==> config.mk <==
export PLATFORM = sky130hd
export DESIGN_NAME = uart_tx
export DESIGN_NICKNAME = d
export VERILOG_FILES = /design/src/rtl/uart_tx.sv
export SDC_FILE = /design/constraint.sdc
export NUM_CORES = 1
export LEC_CHECK = 0
export ABC_AREA = 1
export CAP_MARGIN = 20
export CORE_MARGIN = 1
export CORE_UTILIZATION = 40
export CTS_CLUSTER_DIAMETER = 200
export DETAILED_ROUTE_END_ITERATION = 10
export GPL_ROUTABILITY_DRIVEN = 1
export PLACE_DENSITY = 0.63
export SLEW_MARGIN = 20
export SYNTH_ARGS = -nofsm -noshare
export SYNTH_HDL_FRONTEND = slang
export SYNTH_SLANG_ARGS = --single-unit
==> constraint.sdc <==
create_clock -name clk -period 3.7 [get_ports clk]
set_input_delay 1.11 -clock clk [delete_from_list [all_inputs] [get_ports clk]]
set_output_delay 1.11 -clock clk [all_outputs]
set_load 0.01 [all_outputs]
==> src/rtl/uart_tx.sv <==
// UART transmitter: frames one byte per valid/ready handshake as start, 5-8 data bits LSB-first,
// optional parity and STOP_BITS stop bits. CSR layouts: control[3:0]=data_bits, [4]=odd_parity, [5]=parity_bit;
// status[0]=busy, [1]=data_bits_error, [2]=parity_error (always 0), rest 0.
module uart_tx #(
    parameter int unsigned CLK_FREQ_HZ = 100_000_000,
    parameter int unsigned STOP_BITS   = 1
) (
    input  logic        clk,
    input  logic        rst,
    input  logic [31:0] baud_rate_csr,
    input  logic [31:0] control_csr,
    input  logic [7:0]  tx_data,
    input  logic        tx_valid,
    output logic        tx_ready,
    output logic        tx,
    output logic [31:0] status_csr
);

    typedef enum logic [2:0] {
        IDLE,
        START,
        DATA,
        PARITY,
        STOP
    } state_e;

    localparam logic [33:0] CLK_W     = 34'(CLK_FREQ_HZ);
    localparam logic [31:0] CLK_32    = 32'(CLK_FREQ_HZ);
    localparam logic [3:0]  LAST_STOP = 4'(STOP_BITS - 1);

    state_e      state_q, state_d;
    logic        tx_q, tx_d;
    logic        busy_q, busy_d;
    logic        dbits_err_q, dbits_err_d;
    logic [32:0] acc_q, acc_d;
    logic [7:0]  shift_q, shift_d;
    logic [3:0]  nbits_q, nbits_d;
    logic [3:0]  bit_cnt_q, bit_cnt_d;
    logic        par_en_q, par_en_d;
    logic        par_q, par_d;
    logic [31:0] eff_baud_q, eff_baud_d;

    logic        accept;
    logic [3:0]  csr_data_bits;
    logic        csr_legal;
    logic [3:0]  nbits_sel;
    logic [7:0]  data_mask;
    logic [7:0]  masked_data;
    logic [33:0] acc_sum;
    logic [33:0] acc_wrap;
    logic        tick;
    logic        unused_bits;

    assign accept        = tx_valid && tx_ready;
    assign csr_data_bits = control_csr[3:0];
    assign csr_legal     = (csr_data_bits >= 4'd5) && (csr_data_bits <= 4'd8);
    assign nbits_sel     = csr_legal ? csr_data_bits : 4'd8;
    assign data_mask     = 8'hFF >> (4'd8 - nbits_sel);
    assign masked_data   = tx_data & data_mask;

    // Fractional bit-rate accumulator: a tick each time the running sum crosses the clock frequency
    assign acc_sum  = {1'b0, acc_q} + {2'b00, eff_baud_q};
    assign acc_wrap = acc_sum - CLK_W;
    assign tick     = (acc_sum >= CLK_W);

    assign unused_bits = ^{control_csr[31:6], acc_wrap[33]};

    always_ff @(posedge clk) begin
        if (rst) begin
            state_q     <= IDLE;
            tx_q        <= 1'b1;
            busy_q      <= 1'b0;
            dbits_err_q <= 1'b0;
            acc_q       <= '0;
            shift_q     <= '0;
            nbits_q     <= 4'd8;
            bit_cnt_q   <= '0;
            par_en_q    <= 1'b0;
            par_q       <= 1'b0;
            eff_baud_q  <= '0;
        end else begin
            state_q     <= state_d;
            tx_q        <= tx_d;
            busy_q      <= busy_d;
            dbits_err_q <= dbits_err_d;
            acc_q       <= acc_d;
            shift_q     <= shift_d;
            nbits_q     <= nbits_d;
            bit_cnt_q   <= bit_cnt_d;
            par_en_q    <= par_en_d;
            par_q       <= par_d;
            eff_baud_q  <= eff_baud_d;
        end
    end

    always_comb begin
        state_d     = state_q;
        tx_d        = tx_q;
        busy_d      = busy_q;
        dbits_err_d = dbits_err_q;
        acc_d       = acc_q;
        shift_d     = shift_q;
        nbits_d     = nbits_q;
        bit_cnt_d   = bit_cnt_q;
        par_en_d    = par_en_q;
        par_d       = par_q;
        eff_baud_d  = eff_baud_q;

        if (state_q != IDLE) begin
            acc_d = tick ? acc_wrap[32:0] : acc_sum[32:0];
        end

        case (state_q)
            IDLE: begin
                // Everything that shapes the frame is frozen here so CSR writes mid-frame are harmless
                if (accept) begin
                    shift_d     = masked_data;
                    nbits_d     = nbits_sel;
                    par_en_d    = control_csr[5];
                    par_d       = control_csr[4] ? ~^masked_data : ^masked_data;
                    eff_baud_d  = (baud_rate_csr > CLK_32) ? CLK_32 : baud_rate_csr;
                    dbits_err_d = !csr_legal;
                    acc_d       = '0;
                    tx_d        = 1'b0;
                    busy_d      = 1'b1;
                    state_d     = START;
                end
            end
            START: begin
                if (tick) begin
                    state_d   = DATA;
                    tx_d      = shift_q[0];
                    bit_cnt_d = '0;
                end
            end
            DATA: begin
                if (tick) begin
                    if (bit_cnt_q == nbits_q - 4'd1) begin
                        bit_cnt_d = '0;
                        if (par_en_q) begin
                            state_d = PARITY;
                            tx_d    = par_q;
                        end else begin
                            state_d = STOP;
                            tx_d    = 1'b1;
                        end
                    end else begin
                        shift_d   = shift_q >> 1;
                        tx_d      = shift_q[1];
                        bit_cnt_d = bit_cnt_q + 4'd1;
                    end
                end
            end
            PARITY: begin
                if (tick) begin
                    state_d   = STOP;
                    tx_d      = 1'b1;
                    bit_cnt_d = '0;
                end
            end
            STOP: begin
                if (tick) begin
                    if (bit_cnt_q == LAST_STOP) begin
                        state_d = IDLE;
                        busy_d  = 1'b0;
                    end else begin
                        bit_cnt_d = bit_cnt_q + 4'd1;
                    end
                end
            end
            default: begin
                state_d = IDLE;
                tx_d    = 1'b1;
                busy_d  = 1'b0;
            end
        endcase
    end

    always_comb begin
        tx_ready   = (state_q == IDLE) && (baud_rate_csr != 32'd0);
        tx         = tx_q;
        status_csr = {29'd0, 1'b0, dbits_err_q, busy_q};
    end

endmodule
### Word-level counts from Yosys, hierarchy flattened

Cells that the tools add are included.

* muxes and demuxes: 37
* bitwise operators: 3
* shifts and indexed selects: 1
* $add $sub $neg: 5
* eq/ne operators: 15
* div/mod/pow operators: 0
* order comparisons: 4
* reduce and logical (&&, ||, !) cells: 20
* multipliers: 0

Operator list (number)
* 33-bit two-way mux: 4
* 33-bit by 32-bit adder with 34-bit output: 1
* 34-bit by 27-bit >= comparator with 1-bit output, second input constant: 1
* 33-bit by 27-bit subtractor with 33-bit output, second input constant: 1
* 32-bit by 27-bit greater-than comparator with 1-bit output, second input constant: 1
* 32-bit two-way mux: 1
* 32-bit nonzero test: 1
* 3-bit two-way mux: 8
* 4-bit two-way mux: 6
* 8-bit two-way mux: 3
* 2-bit inequality test, second input constant: 9
* 8-bit case mux with 2 select lines: 1
* 3-bit case mux with 5 select lines: 1
* 4-bit case mux with 3 select lines: 1
* 1-bit two-way mux: 10
* 5-bit AND reduction: 2
* 8-bit AND: 1
* 4-bit AND reduction: 2
* 8-bit XNOR reduction: 1
* 8-bit XOR reduction: 1
* 8-bit by 4-bit right shift with 8-bit output, first input constant: 1
* 7-bit AND reduction: 1
* 3-bit by 2-bit == test with 1-bit output, second input constant: 2
* 3-bit nonzero test: 2
* other kinds (20): 23

* output and inout port bits: 34
* ROM bits: 0
* register bits after elaboration: 89
* latch bits: 0
* logic and storage cells: 96
* input bits: 75
* memories kept: 0
* bits in writable memories: 0

### Depth between registers and ports, before layout

Gate-level depths: netlist (run 1).

* depth after elaboration: 8
* mapped depth: 31
* mapped depth without buffers: 29

### Worst setup path before layout (run 1)

OpenSTA, ideal clock, no wires.

* path type: register to register
* start: reg acc_q[0]
* end: reg acc_q[19]
* path buffers: 2
* stages on the path, launching flop included: 29
* data required time: 3.568 ns
* arrival: 2.953 ns
* period minus slack after synthesis: 3.085 ns
* library setup time: 0.132 ns
* slack: 0.615 ns
* cells stage by stage: dfxtp_1 ha_1 inv_1 fa_1 inv_1 nand2_1 nand2_1 nand3_1 nand2_1 xnor2_1 inv_1 ha_1 nand3b_1 nor2_1 nand3_1 nor2_1 nand3_1 nor2_1 nand2_1 nor2_1 nand3_1 nand2_1 nor2_4 nand2_4 buf_6 buf_6 nand2_1 nand3_1 a21oi_1

* word-level cells in the longest chain between the ends: 6
* elaborated cells on any way between the ends: 7
* those cells by class: add/sub: 2; order compare: 1; mux: 4

RTL lines
* start: declaration: RTL line 35 `logic [32:0] acc_q, acc_d;`
* start signal: assignment: RTL line 74 `acc_q <= '0;`
* start signal: assignment: RTL line 86 `acc_q <= acc_d;`
* 33-bit by 32-bit adder with 34-bit output (*): RTL line 62 `assign acc_sum = {1'b0, acc_q} + {2'b00, eff_baud_q};`
* 33-bit by 27-bit subtractor with 33-bit output or 34-bit by 27-bit >= comparator with 1-bit output (tied branches): RTL line 63, 64
* 33-bit two-way mux (*): RTL line 110 `acc_d = tick ? acc_wrap[32:0] : acc_sum[32:0];`
* 33-bit two-way mux (*): RTL line 109 `if (state_q != IDLE) begin`
* 33-bit two-way mux: RTL line 116 `if (accept) begin`
* 33-bit two-way mux (*): RTL line 113 `case (state_q)`

Mark *: on every way between the ends. The rest lies on a longest branch, timed or not.
A chain may end at the register's enable or synchronous reset.

### Worst setup path in the final report (run 1)

* start: in baud_rate_csr[5]
* end: out tx_ready

* word-level cells in the longest chain between the ends: 2

RTL lines
* start: declaration: RTL line 10 `input logic [31:0] baud_rate_csr,`
* 32-bit nonzero test: RTL line 180 `tx_ready = (state_q == IDLE) && (baud_rate_csr != 32'd0);`
* 1-bit logical AND: RTL line 180
* end: declaration: RTL line 14 `output logic tx_ready,`

Every way passes these cells.

==> metrics.txt, run 1 <==
outcome=complete, no violations; Setup Viol. Count Final=0; number of diodes=0; layout cell share with drive strength beyond 1=0.0892; Final GP Congestion=0.913; Die Y=141 µm; Longest Clk Path Bufs=2; clk root buf=clkbuf_16; cells after synthesis=1347; CTS Sinks=89; H-tree depth=3; Pre-antenna DRT Iters=5; hold_buf cts=0; static leakage power=4.60 nW; Yosys top cell area share=0.230; peak supply drop=0.000340 V; Post-synth EDFFs=0; Total Power=0.00617 W; number of global-route vias before repair=7719; DP HPWL=17.9 mm; Max Clock Freq=278 MHz; initial DRC count=474; Clock Skew=9.06 ps; first-pass GRT wire length=36.7 mm; data arrival time of the worst path=2490 ps; Post-Syn Area=7740 µm²; post-route ant nets=0; synthesized area per cell=5.74 µm²; Fin Hold WS=447 ps; DRC=0; GR Overflow Total=0; register area share after synthesis=0.230; Yosys cell types=39; Yosys warnings=0; Top FF cell, synth=dfxtp_1; Die W=141 µm; area grow syn2layout=20.1%; Max transition margin=0.380; Port Buffers=52; final hold violation count=0; CTS tree=built; fin. max-slew vios=0; Post-synth top cells=nand2_1, inv_1, nor2_1, nand3_1, a21oi_1; fillers=2007; pwr dens=664 nW/µm²; critical path type=in2out; Worst Path Required=2590 ps; Final nets=1559; TritonCTS Buffers=9; Post-Route WL=22.4 mm; type of origin of the critical path=input pin; WL per Instance=13.2 µm; area of the core=18800 µm²; Core Rows=50; Starting Density=0.411; largest net degree at the start of global routing=58; min cycle time layout=3600 ps; DIE AREA=19900 µm²; initial antenna violation count=0; total vias in the final route=8409; most frequent cell after synthesis=nand2_1; worst slew pin tran=929 ps; Worst-Skew Late Latency=350 ps; final worst path period share=0.973; Clock Pin Slew Worst Setup and Hold Paths=70 ps; # Max-Cap Violations=0; IO Count=109; Area contributors post-synth=dfxtp_1, nand2_1, inv_1, nand3_1, ha_1; CP endpoint kind=primary output; FF+latch count, synth=89; CP Max Fanout=2; Hold Path Class=reg2reg; cell taking the most area after synthesis=dfxtp_1; ys async rst share=0; vias per inst=4.93; GRT Overall Usage=0.231
-- per-stage QoR --
| stage | setup slack, ps | std cells | setup TNS, ps | area, µm² | utilization |
|---|---|---|---|---|---|
| finish | 99.4 | 1706 | 0 | 9290 | 0.494 |
| global route | -7.23 | 1706 | -16.6 | 9290 | 0.494 |
| CTS | 33.1 | 1703 | 0 | 9130 | 0.485 |
| detailed placement | -301 | 1688 | -727 | 8800 | 0.467 |
| global placement | -324 | 1688 | -328 | 8800 | 0.467 |
| floorplan | 615 | 1376 | 0 | 7850 | - |
-- flip-flops by register name (all words and copies together), names as in the netlist, 3 cells and up --
register / cells
state_q: 3
acc_q: 33
eff_baud_q: 32
shift_q: 8
nbits_q: 4
bit_cnt_q: 4
-- power breakdown --
group | total (W) | switching [W] | internal [W]
clock network | 0.00100 | 0.000407 | 0.000593
registers | 0.00132 | 0.000139 | 0.00118
logic | 0.00385 | 0.00241 | 0.00144
-- cell type report --
cell class | count | area (µm²) | area share
Multi-Input combinational cell | 1033 | 5110 | 0.550
Timing Repair Buffer | 115 | 1030 | 0.110
Inverter | 194 | 728 | 0.0784
Clock buffer | 9 | 225 | 0.0242
Clock inverter | 6 | 91.3 | 0.00983
Sequential cell | 89 | 1790 | 0.193
Tap cell | 260 | 325 | 0.0350
-- critical path, cell delays in order --
cell	delay [ps]
clkdlybuf4s50_1	430
nor4_2	310
buf_4	160
nand2_1	60
nor2_1	110
a41oi_2	120
buf_2	180
-- worst paths after layout --
check,from,endpoint,slack [ps],cells past startpoint
worst min register to register,eff_baud_q[28],eff_baud_q[28],450,2
worst max register to register,eff_baud_q[8],acc_q[24],240,28
worst min-delay path,eff_baud_q[28],eff_baud_q[28],450,2
worst max-delay path,baud_rate_csr[5],tx_ready,100,7
-- logic make-up after synthesis --
kind of cell / share of synthesized area
compound gates: 0.111
xor+xnor: 0.0306
fa+ha+maj: 0.0689
buf+inv: 0.142
flops: 0.230
other cells: 0.000485
simple gates: 0.416
-- routing by layer --
metal  part of all wire  GRT usage  vias up
li1                   -          -     4387
met1               0.49      0.318     3751
met2               0.44      0.376      243
met3              0.052     0.0258       28
met4              0.017     0.0704        0
met5                  0          0        -
-- repair_timing --
| action | in CTS | in global routing |
|---|---|---|
| pin swaps | 3 | 10 |
| setup buffers | 0 | 1 |
| resized for setup | 10 | 26 |
| endpoints found under the setup margin | 34 | 43 |
| gates cloned | 0 | 2 |
-- cell usage in the layout (no fill, tap or decap), types with 6 or more instances in the layout --
cell type,instances
nand2_1,464
inv_1,186
nor2_1,125
nand3_1,106
a21oi_1,92
dfxtp_1,85
buf_4,60
clkdlybuf4s50_1,50
o21ai_0,48
ha_1,37
conb_1,30
xor2_1,17
nand3b_1,16
nand4_1,13
nor3_1,11
nand2_2,10
xnor2_1,10
clkbuf_16,10
nor2_2,7
inv_2,7
a31oi_1,7
nor4_1,6
No activity file was read; power rests on OpenSTA's default activity.
==> inputs of run 2 (changes only) <==
--- a/config.mk
+++ b/config.mk
@@ -8,11 +8,12 @@
 export ABC_AREA = 1
 export CAP_MARGIN = 20
 export CORE_MARGIN = 1
-export CORE_UTILIZATION = 40
+export CORE_UTILIZATION = 56
 export CTS_CLUSTER_DIAMETER = 200
 export DETAILED_ROUTE_END_ITERATION = 10
 export GPL_ROUTABILITY_DRIVEN = 1
-export PLACE_DENSITY = 0.63
+export MAX_ROUTING_LAYER = met4
+export PLACE_DENSITY = 0.83
 export SLEW_MARGIN = 20
 export SYNTH_ARGS = -nofsm -noshare
 export SYNTH_HDL_FRONTEND = slang
==> run 2 against run 1 <==
Sequential power is essentially flat. Core utilization is 20 points higher. Cell count fell by 5.2%. Critical path type unchanged. Largest power group unchanged.
==> metrics.txt, run 2 (synthesis gave the netlist of run 1 again) <==
outcome=complete, no violations (unchanged); Worst-Skew Late Latency=350 ps (about the same); hold_buf cts=0 (unchanged); DP Cell Count=1597 (was 1688); area of the core=13300 µm² (was 18800 µm²); H-tree depth=3 (unchanged); CP max-delay cell=clkdlybuf4s50_1 (unchanged); peak supply drop=0.000461 V (was 0.000340 V); RSZ-0062 raised after global routing=yes; Core Rows=42 (was 50); layout cell share with drive strength beyond 1=0.0922 (was 0.0892); sum of negative setup slack=0 ps (unchanged); Final GP Congestion=0.970 (was 0.913); most frequent cells in the layout=nand2_1, inv_1, nor2_1 (unchanged); GRT Overall Usage=0.311 (was 0.231); Die Y=120 µm (was 141 µm); Starting Density=0.580 (was 0.411); TritonCTS Buffers=9 (unchanged); CTS tree=built (unchanged); commonest non-fill, non-tap cell in the layout=nand2_1 (unchanged); Fin Hold WS=450 ps (was 447 ps); final hold violation count=0 (unchanged); pwr dens=676 nW/µm² (was 664 nW/µm²); data arrival time of the worst path=2480 ps (was 2490 ps); number of global-route vias before repair=7624 (was 7719); fin. max-slew vios=0 (unchanged); static leakage power=4.56 nW (was 4.60 nW); worst slew pin tran=912 ps (was 929 ps); type of origin of the critical path=input pin (unchanged); Worst path max stage delay=440 ps (was 430 ps); DIE AREA=14300 µm² (was 19900 µm²); area grow syn2layout=18.9% (was 20.1%); initial DRC count=831 (was 474); DP HPWL=16.7 mm (was 17.9 mm); min cycle time layout=3590 ps (was 3600 ps); CTS Sinks=89 (unchanged); CP delay by family, top=buffers and inverters (unchanged); number of diodes=0 (unchanged); Placement Setup Slack=-273 ps (was -301 ps); Post-Route WL=22.1 mm (was 22.4 mm); Reg with most FFs=acc_q (unchanged); Worst Path Required=2590 ps (about the same); Port Buffers=52 (unchanged); critical path type=in2out (unchanged); WL per Instance=13.6 µm (was 13.2 µm); total vias in the final route=8733 (was 8409); post-route ant nets=0 (unchanged); final worst path period share=0.970 (was 0.973); CP Max Fanout=2 (unchanged); Setup Viol. Count Final=0 (unchanged); CP endpoint kind=primary output (unchanged); Clock Pin Slew Worst Setup and Hold Paths=70 ps (about the same); CP Cell Sequence=clkdlybuf4s50_1 > nor4_2 > buf_4 > nand2_1 > nor2_1 > a41oi_1 > buf_2 (was clkdlybuf4s50_1 > nor4_2 > buf_4 > nand2_1 > nor2_1 > a41oi_2 > buf_2); Pre-antenna DRT Iters=6 (was 5); Die W=120 µm (was 141 µm); initial antenna violation count=0 (unchanged); Longest Clk Path Bufs=2 (unchanged); clk root buf=clkbuf_16 (unchanged); IO Count=109 (unchanged); first-pass GRT wire length=34.9 mm (was 36.7 mm); Hold Path Class=reg2reg (unchanged); Total Power=0.00622 W (was 0.00617 W); Clock Skew=9.53 ps (was 9.06 ps); # Max-Cap Violations=0 (unchanged); Crit path buffers/inverters=3 (unchanged); vias per inst=5.40 (was 4.93); DRC=0 (unchanged); Final nets=1554 (was 1559); Max Clock Freq=279 MHz (was 278 MHz); fin worst setup slack=112 ps (was 99.4 ps); GR Overflow Total=0 (unchanged); Largest register FFs=33 (unchanged); largest net degree at the start of global routing=58 (unchanged); leading registers by flop count=acc_q (33), eff_baud_q (32), shift_q (8) (unchanged); Max transition margin=0.392 (was 0.380); fin cells=1618 (was 1706)
==> run 2: cell types whose count changed in the layout (fill, tap and decap cells not counted), moves of 2 or more <==
cell | before | now
buf_4 | 60 | 52
buf_6 | 0 | 2
clkinvlp_4 | 0 | 2
dfxtp_1 | 85 | 82
dfxtp_2 | 3 | 7
ha_1 | 37 | 33
ha_4 | 4 | 7
inv_2 | 7 | 5
nand2_1 | 464 | 460
nand2_2 | 10 | 14
nand3_2 | 4 | 2
==> run 2: cell type report <==
class / count / area, µm²
fillers: 1188 / 4150
flip-flops and latches: 89 / 1790
multi-input cells: 1033 / 5140
inverters: 194 / 731
clock buffers: 11 / 243
repair buffers: 110 / 1010
well taps: 176 / 220
clock inverters: 5 / 62.6
==> run 2: repair_timing <==
action                                  4_1_cts  5_1_grt
endpoints found under the setup margin        6       43
cloned                                        0        3
setup buffers                                 0        2
pin swaps                                     1       11
gates resized for setup                       6       39
==> run 2: power breakdown <==
group | total [W] | internal, W | leakage (nW) | switching [W]
Sequential | 0.00133 | 0.00118 | 0.731 | 0.000146
Combinational | 0.00393 | 0.00147 | 3.68 | 0.00246
Clock | 0.000963 | 0.000547 | 0.142 | 0.000417
==> run 2: routing by layer <==
metal  vias up  GRT usage  share of wire
li1       4381          -              -
met1      3936      0.409           0.44
met2       364      0.488           0.45
met3        52     0.0394          0.082
met4         0      0.116          0.028
met5         -          -              0
==> run 2: worst paths after layout <==
path / from / to / slack (ps) / depth (start not counted)
max reg2reg: eff_baud_q[5] / acc_q[16] / 140 / 27
min reg2reg: eff_baud_q[29] / eff_baud_q[29] / 450 / 2
max: baud_rate_csr[5] / tx_ready / 110 / 7
min: eff_baud_q[29] / eff_baud_q[29] / 450 / 2
==> run 2: worst min-delay path, cell delays in order, from the launching register on <==
cell     delay [ps]
dfxtp_1         320
nand2_1          60
nor2_1           30
==> run 2: stage by stage <==
step / cell area, µm² / util
finish: 9200 / 0.689
global placement: 8640 / 0.647
CTS: 8960 / 0.671
floorplan: 7850 / -
detailed placement: 8640 / 0.647
global route: 9200 / 0.689
==> variant: new RTL, settings of run 2 <==
Make the reset (`rst`) asynchronous in one clocked block.
--- a/src/rtl/uart_tx.sv
+++ b/src/rtl/uart_tx.sv
@@ -66,5 +66,5 @@
     assign unused_bits = ^{control_csr[31:6], acc_wrap[33]};
 
-    always_ff @(posedge clk) begin
+    always_ff @(posedge clk or posedge rst) begin
         if (rst) begin
             state_q     <= IDLE;
Formal check against the unedited RTL: differs if rst is asserted again (counterexample within 4 cycles, from zero or initial values and one cycle with rst high); with rst held inactive, the same outputs for 4 cycles.
==> variant against run 2 <==
- wire length fell by 0.98%
- first-iteration DRC count down 13%
- design area increased by 1.2%
- synthesized area rose by 4.4%
- sequential cell count unchanged
- power is 42% higher
- worst setup slack got worse by 0.055 ns
- clock power is 3.9% lower
- critical path type unchanged
==> variant: results (changes against run 2) <==
{
  "grt_start_max_net_pins": {"value": 44, "change": "-24%"},
  "drt-pass1-iter-count": {"value": 5, "change": "-1"},
  "regToRegStartpoint": "eff_baud_q[8]",
  "yosysWarningCount": {"value": 0, "change": "unchanged"},
  "cts_buffer_depth": {"value": 2, "change": "unchanged"},
  "skew": {"value": 0.00935, "unit": "ns", "change": "-0.000179 ns"},
  "timing.hold.worst.start": "shift_q[7]",
  "gr-usage-all-layers": {"value": 0.314, "change": "+0.00307"},
  "drt_wl_total": {"value": 21.8, "unit": "mm", "change": "-0.98%"},
  "critPathMaxFanout": {"value": 2, "change": "unchanged"},
  "run_status": "completed",
  "worst_slack": {"value": 0.0567, "unit": "ns", "change": "-0.0552 ns"},
  "layout.nets": {"value": 1508, "change": "-3.0%"},
  "internal_power": {"value": 3.98, "unit": "mW", "change": "+24%"},
  "post_synth_num_cell_types": {"value": 45, "change": "+15%"},
  "cells_taking_the_most_area_after_synthesis": "sky130_fd_sc_hd__dfrtp_1 (27%), sky130_fd_sc_hd__nand2_1 (22%), sky130_fd_sc_hd__inv_1 (9.5%)",
  "report.final.hold_viol_count": {"value": 0, "change": "unchanged"},
  "r2r_slack": {"value": 0.29, "unit": "ns", "change": "+0.15 ns"},
  "synth_async_sr_flop_share": {"value": 1.00, "change": "+1.00"},
  "leakage": {"value": 5.21, "unit": "nW", "change": "+14%"},
  "synth.top_cells.by_count": "sky130_fd_sc_hd__nand2_1 (479), sky130_fd_sc_hd__inv_1 (204), sky130_fd_sc_hd__nand3_1 (96)",
  "drtIter0Drc": {"value": 719, "change": "-13%"},
  "place_hpwl": {"value": 17.0, "unit": "mm", "change": "+2.0%"},
  "tightestPinTransition": {"value": 0.651, "unit": "ns", "change": "-0.261 ns"},
  "vias_in_the_first_global_route": {"value": 7802, "change": "+2.3%"},
  "min_path_cells": {"value": 2, "change": "unchanged"},
  "dr_total_vias": {"value": 8383, "change": "-4.0%"},
  "htreeDepth": {"value": 3, "change": "unchanged"},
  "routabilityCongestion": {"value": 0.965, "change": "-0.54%"},
  "synth.yosys.seq_area_share": {"value": 0.276, "change": "+0.0458"},
  "detailedPlace.worstSlack": {"value": -0.386, "unit": "ns", "change": "-0.113 ns"},
  "timing.rr.end": "acc_q[17]",
  "cp-startpoint": "baud_rate_csr[1]",
  "grt_first_pass_wirelength": {"value": 35.6, "unit": "mm", "change": "+2.1%"},
  "post_route_cells_drive_above_1_share": {"value": 0.0910, "change": "-0.00119"},
  "fillers": {"value": 1254, "change": "+5.6%"},
  "vdd.ir_drop.worst": {"value": 0.000468, "unit": "V", "change": "+1.5%"},
  "reg2reg_depth": {"value": 22, "change": "-19%"},
  "arrival": {"value": 2.53, "unit": "ns", "change": "+0.05 ns"}
}
-- variant: cell types whose count changed after synthesis, moves of 9 or more --
cell	change
sky130_fd_sc_hd__nand3b_1	-11
sky130_fd_sc_hd__inv_2	+10
sky130_fd_sc_hd__nand3_1	-13
sky130_fd_sc_hd__inv_1	+16
sky130_fd_sc_hd__nor2_1	-42
sky130_fd_sc_hd__nand2_2	+9
sky130_fd_sc_hd__a21oi_1	-53
sky130_fd_sc_hd__dfrtp_1	+87
sky130_fd_sc_hd__o21ai_1	+20
sky130_fd_sc_hd__nand2_1	+12
sky130_fd_sc_hd__dfxtp_1	-89
-- variant: through the flow --
stage                     std cells  power [mW]  setup TNS (ns)  cell area [um^2]
after floorplan                1340        6.13               0              8180
final                          1575        8.83               0              9310
after global placement         1558        7.39          -0.399              8910
after CTS                      1573        8.58               0              9220
after detailed placement       1558        7.56          -0.386              8910
after global routing           1575        9.66         -0.0230              9310
-- variant: power by group through the flow --
stage	registers (mW)	clock network (mW)	logic [mW]
after global routing	1.68	0.966	7.02
after CTS	1.63	0.940	6.01
after detailed placement	1.63	0	5.93
after global placement	1.63	0	5.76
final	1.65	0.925	6.26
after floorplan	1.55	0	4.58
-- variant: critical path: stages --
cell	delay, ns
sky130_fd_sc_hd__clkdlybuf4s50_1	0.45
sky130_fd_sc_hd__nor4_2	0.30
sky130_fd_sc_hd__nand2_1	0.14
sky130_fd_sc_hd__nor3b_2	0.21
sky130_fd_sc_hd__a41oi_1	0.14
sky130_fd_sc_hd__buf_2	0.18
-- variant: timing repair --
| action | in CTS | in global routing |
|---|---|---|
| pin swaps | 1 | 4 |
| hold buffers | 0 | 0 |
| setup buffers | 0 | 2 |
| setup endpoints to repair | 1 | 42 |
| resized for setup | 7 | 17 |
-- variant: cell type report --
class	count	area [um^2]	share of cell area
multi-input combinational	978	4880	0.524
tap	180	225	0.0242
timing repair buffer	93	848	0.0911
sequential	89	2230	0.239
clock buffer	11	243	0.0261
inverter	220	830	0.0891
clock inverter	4	53.8	0.00578
-- variant: cell families after synthesis --
| family | synth area share |
|---|---|
| xor+xnor | 0.0291 |
| fa+ha+maj | 0.0660 |
| flops | 0.276 |
| buf+inv | 0.144 |
| simple gates | 0.394 |
| other cells | 0.000464 |
| compound gates | 0.0899 |
-- variant: metal layers --
layer	vias to the layer above	track usage	routed length (um)
met5	-	-	0
li1	4182	-	-
met3	38	0.0407	1720
met2	354	0.499	10100
met1	3809	0.413	9570
met4	0	0.106	442
-- variant: worst min-delay path by stage --
| stage | endpoint | slack (ns) |
|---|---|---|
| floorplan | shift_q[0] | 0.44 |
| global placement | shift_q[1] | 0.45 |
| detailed placement | shift_q[5] | 0.46 |
| CTS | shift_q[5] | 0.48 |
| global route | eff_baud_q[29] | 0.49 |
| finish | shift_q[7] | 0.48 |
